<file path="config.mk">
export PLATFORM = sky130hd
export DESIGN_NAME = simd_operand_gather
export DESIGN_NICKNAME = d
export VERILOG_FILES = /design/src/rtl/simd_operand_gather.sv
export SDC_FILE = /design/constraint.sdc
export NUM_CORES = 1
export LEC_CHECK = 0
export ABC_AREA = 1
export CAP_MARGIN = 20
export CORE_MARGIN = 1.5
export CORE_UTILIZATION = 48
export CTS_CLUSTER_DIAMETER = 30
export CTS_CLUSTER_SIZE = 20
export DETAILED_ROUTE_END_ITERATION = 16
export PLACE_DENSITY = 0.84
export SETUP_SLACK_MARGIN = 0.02
export SYNTH_ARGS = -nofsm -noshare
export SYNTH_HDL_FRONTEND = slang
export SYNTH_SLANG_ARGS = --single-unit
</file>
<file path="constraint.sdc">
create_clock -name clk -period 2.9 [get_ports clk]
set_clock_uncertainty 0.2 [all_clocks]
set_input_delay 0.435 -clock clk [delete_from_list [all_inputs] [get_ports clk]]
set_output_delay 0.435 -clock clk [all_outputs]
set_load 0.03 [all_outputs]
</file>
<file path="src/rtl/simd_operand_gather.sv">
// Gathers a serial element stream into one packed {B,A} operand word for the SIMD adder,
// holding it on dout/dvld until the adder's rdy accepts it; flush emits a zero-padded partial word.
module simd_operand_gather #(
    parameter int unsigned SIMD_WIDTH = 1,
    parameter int unsigned ELEM_WIDTH = 16,
    parameter int unsigned MIWIDTH    = 32
) (
    input  logic                                  clk,
    input  logic                                  rst,
    input  logic                                  en,
    input  logic [ELEM_WIDTH-1:0]                 in_data,
    input  logic                                  in_vld,
    output logic                                  in_rdy,
    input  logic                                  flush,
    output logic [MIWIDTH-1:0]                    dout,
    output logic                                  dvld,
    input  logic                                  rdy,
    output logic                                  vec_partial,
    output logic [$clog2(2*SIMD_WIDTH+1)-1:0]     vec_count
);

    localparam int unsigned NUM_ELEMS = 2 * SIMD_WIDTH;
    localparam int unsigned CW        = $clog2(NUM_ELEMS + 1);

    // The packed word must hold exactly both operands.
    generate
        if (MIWIDTH != NUM_ELEMS * ELEM_WIDTH) begin : g_bad_cfg
            $error("simd_operand_gather: MIWIDTH must equal 2*SIMD_WIDTH*ELEM_WIDTH");
        end
    endgenerate

    typedef enum logic [0:0] {
        FILL  = 1'b0,
        ISSUE = 1'b1
    } state_t;

    state_t               state_q, state_d;
    logic [CW-1:0]        cnt_q, cnt_d;
    logic [MIWIDTH-1:0]   dout_q, dout_d;
    logic                 dvld_q, dvld_d;
    logic                 partial_q, partial_d;

    logic                 accept;
    logic [CW-1:0]        cnt_inc;
    logic [CW-1:0]        cnt_after;

    // Acceptance handshake is combinational so the feeder sees ready in the same cycle.
    assign in_rdy = en & (state_q == FILL) & ~rst;
    assign accept = in_vld & in_rdy;

    // State, gathered lanes and output flags.
    always_ff @(posedge clk) begin
        if (rst) begin
            state_q   <= FILL;
            cnt_q     <= '0;
            dout_q    <= '0;
            dvld_q    <= 1'b0;
            partial_q <= 1'b0;
        end else begin
            state_q   <= state_d;
            cnt_q     <= cnt_d;
            dout_q    <= dout_d;
            dvld_q    <= dvld_d;
            partial_q <= partial_d;
        end
    end

    // Next-state: store the arriving element first, then decide on full issue or flush.
    always_comb begin
        state_d   = state_q;
        cnt_d     = cnt_q;
        dout_d    = dout_q;
        dvld_d    = dvld_q;
        partial_d = partial_q;
        cnt_inc   = cnt_q + CW'(1);
        cnt_after = cnt_q;

        case (state_q)
            FILL: begin
                if (accept) begin
                    for (int i = 0; i < int'(NUM_ELEMS); i++) begin
                        if (CW'(i) == cnt_q) begin
                            dout_d[i*ELEM_WIDTH +: ELEM_WIDTH] = in_data;
                        end
                    end
                    cnt_after = cnt_inc;
                end
                cnt_d = cnt_after;

                if (accept && (cnt_q == CW'(NUM_ELEMS - 1))) begin
                    state_d   = ISSUE;
                    dvld_d    = 1'b1;
                    partial_d = 1'b0;
                end else if (flush && (cnt_after != '0)) begin
                    // Lanes not yet filled in this vector still hold stale data.
                    for (int i = 0; i < int'(NUM_ELEMS); i++) begin
                        if (CW'(i) >= cnt_after) begin
                            dout_d[i*ELEM_WIDTH +: ELEM_WIDTH] = '0;
                        end
                    end
                    state_d   = ISSUE;
                    dvld_d    = 1'b1;
                    partial_d = 1'b1;
                end
            end
            ISSUE: begin
                if (rdy) begin
                    state_d   = FILL;
                    dvld_d    = 1'b0;
                    partial_d = 1'b0;
                    cnt_d     = '0;
                end
            end
            default: begin
                state_d = FILL;
            end
        endcase
    end

    assign dout        = dout_q;
    assign dvld        = dvld_q;
    assign vec_partial = partial_q;
    assign vec_count   = cnt_q;

endmodule

</file>
==> qor.txt <==
Status = finished clean
Wire length on met1 = 1.886 mm
Reg power frac = 46.6%
Metal3 WL = 200 um
Fin nets = 317
Cts bufs inserted = 5
# rows = 21
DRT antenna net count = 0
Die Height = 62.26 um
Initial antenna violation count = 0
Per-cell routed wire length = 12.25 um
Crit-path cells = clkdlybuf4s50_1 > nor3_1 > clkdlybuf4s50_1
Ant. Diodes = 0
Slew headroom = 76.90%
Area growth, synth to finish = 39.64%
Max Used Layer = met4
CTS Hold Bufs = 0
Share of cells above drive strength 1 = 8.163%
Place WS = 0.3471 ns
P_int = 0.8399 mW
Grt ovf = 0
Slowest cell on crit path = clkdlybuf4s50_1
Crit path required time = 2.27 ns
Total core area = 3363 um^2
First-pass GRT wire length = 6.989 mm
PwrDens = 529.9 nW/um^2
Met2 Routed Length = 1.987 mm
First-pass DRT Iterations = 4
Final hold violation count = 0
Worst-path clk slew = 0.10 ns
Initial DRC count = 123
Postcts setup bufs = 0
Final Max Tran Viols = 0
Tightest Pin Transition = 0.3454 ns
Max Cap Violations = 0
H-tree levels = 2
CTS root buf = clkbuf_4
RSZ-0062 raised after global routing = false
Net Switching = 0.4073 mW
Crit path DAT = 1.92 ns
Number of global-route vias before repair = 1483
Maximum fanout along the worst path = 6
Ys Warns = 0
Switching part of the total = 32.66%
Wirelength, routed = 4.164 mm
Power, Total = 1.247 mW
Max Clk Rate = 0.3921 GHz
I/O pin cnt = 59
Worst setup SP type = input pin
Lkg Pwr = 0.9771 nW
Placement Cell Area = 2283 um^2
Port Buffers = 58
Total number of vias = 1680
Setup CP Type = in2out
CTS tree = built
Fin worst setup slack = 0.3496 ns
Minimum clock period after layout = 2.550 ns
DRC viols = 0
Mean Syn Cell Area = 7.111 um^2
Clk pwr share = 24.5%
Placer congestion estimate = 0.8309
Post-Synthesis Cells = 237
Cts repair resizes = 0
Clk sink count = 37
Clk buf depth = 2
Post-Syn Area = 1685 um^2
Initial Util = 50.11%
Global Route Usage Sum = 22.60%
Chip Width = 62.26 um
Largest stage delay, worst path = 0.71 ns
Crit end category = primary output
Pin count of the biggest net entering global routing = 35
Part of the power in combinational logic = 28.8%
Drt via density = 4.941
Post-layout util = 69.98%
Final setup TNS = 0 ns
Fin crit share = 87.94%
Most used cell, CP = clkdlybuf4s50_1
Design Area, Final = 2354 um^2
Maximum vdd drop = 359.5 uV
Yosys reg bits = 37
HP Class = reg2reg
Clk Latency, worst-skew pair = 0.34 ns
Post-synth cell types = 19
Full die area = 3876 um^2
Final setup vio count = 0
Syn nets = 261
Sequential cell area fraction in the yosys report = 43.95%
DP HPWL = 3.065 mm
[power by group through the flow]
stage          Combinational (mW)  Sequential, mW  Clock [mW]
6_report                    0.360           0.581       0.306
3_5_place_dp                0.358           0.593           0
4_1_cts                     0.361           0.581       0.309
5_1_grt                     0.391           0.587       0.332
2_1_floorplan               0.136           0.671           0
3_3_place_gp                0.351           0.590           0
[area by class of cell]
type                    count  area (um^2)
well taps                  46        57.56
fillers                   324         1010
clock buffers               7        65.06
inverters                  42        157.7
repair buffers             62        610.6
multi-input cells         145        716.9
clock inverters             1        5.005
flip-flops and latches     37        740.7
[layer usage]
layer  up-vias  GRT usage (%)
li1        875              -
met1       744          29.57
met2        52          36.82
met3         9          4.891
met4         0          8.333
met5         -              0
[per-stage QoR]
| stage | cells | hold WS [ns] |
|---|---|---|
| after floorplan | 237 | 0.3041 |
| after global placement | 332 | 0.2298 |
| after detailed placement | 332 | 0.2337 |
| after CTS | 340 | 0.2495 |
| after global routing | 340 | 0.2656 |
| final | 340 | 0.2471 |
[worst paths after layout]
kind | startpoint | slack [ns] | cells past startpoint | endpoint
setup / recovery | rst | 0.35 | 3 | in_rdy
hold / removal | dout[13] | 0.25 | 2 | dout[13]
setup reg to reg | state_q | 0.81 | 10 | dout[22]
hold reg to reg | dout[13] | 0.25 | 2 | dout[13]
[cell usage after synthesis]
library cell | n | area, um^2
nor3_1 | 1 | 5.000
o21ai_0 | 33 | 165.2
buf_2 | 4 | 20.02
inv_1 | 38 | 142.6
nand2_2 | 2 | 12.51
nand2_1 | 42 | 157.7
inv_2 | 4 | 15.01
dfxtp_1 | 37 | 740.7
nor2_2 | 1 | 6.260
a21oi_2 | 3 | 26.28
a21oi_1 | 49 | 245.2
nor2_1 | 2 | 7.510
nand2_4 | 1 | 11.26
nand3_1 | 6 | 30.03
ha_1 | 2 | 25.02
nand4_2 | 1 | 12.51
buf_12 | 1 | 20.02
clkbuf_1 | 8 | 30.03
nand4_1 | 2 | 12.51
[sequential cells by signal, indices dropped and copies added (netlist names)]
| name | count |
|---|---|
| dout | 32 |
| dvld | 1 |
| state_q | 1 |
| vec_partial | 1 |
| vec_count | 2 |
[cell families after synthesis]
logic type	Yosys count	synth area share, %
AO/OA/AOI/OAI	85	25.91
AND/OR/NAND/NOR	58	15.14
buffers and inverters	55	13.51
flip-flops	37	43.95
adder cells (fa/ha/maj)	2	1.485
[layout by cell type, fill, tap and decap left out, drive strengths merged]
cell / netlist / final
nand2: 45 / 45
nand4: 3 / 3
clkbuf: 8 / 7
clkdlybuf4s50: 0 / 58
clkinv: 0 / 1
nor2: 3 / 3
ha: 2 / 2
a21oi: 52 / 52
buf: 5 / 4
o21ai: 33 / 33
nand3: 6 / 6
nor3: 1 / 1
inv: 42 / 42
dfxtp: 37 / 37
[worst max-delay path: cells and delay by family]
family / cells / cell delay [ns]
AND/OR/NAND/NOR: 1 / 0.26
buffers and inverters: 2 / 1.23
(Power assumes the default switching activity.)
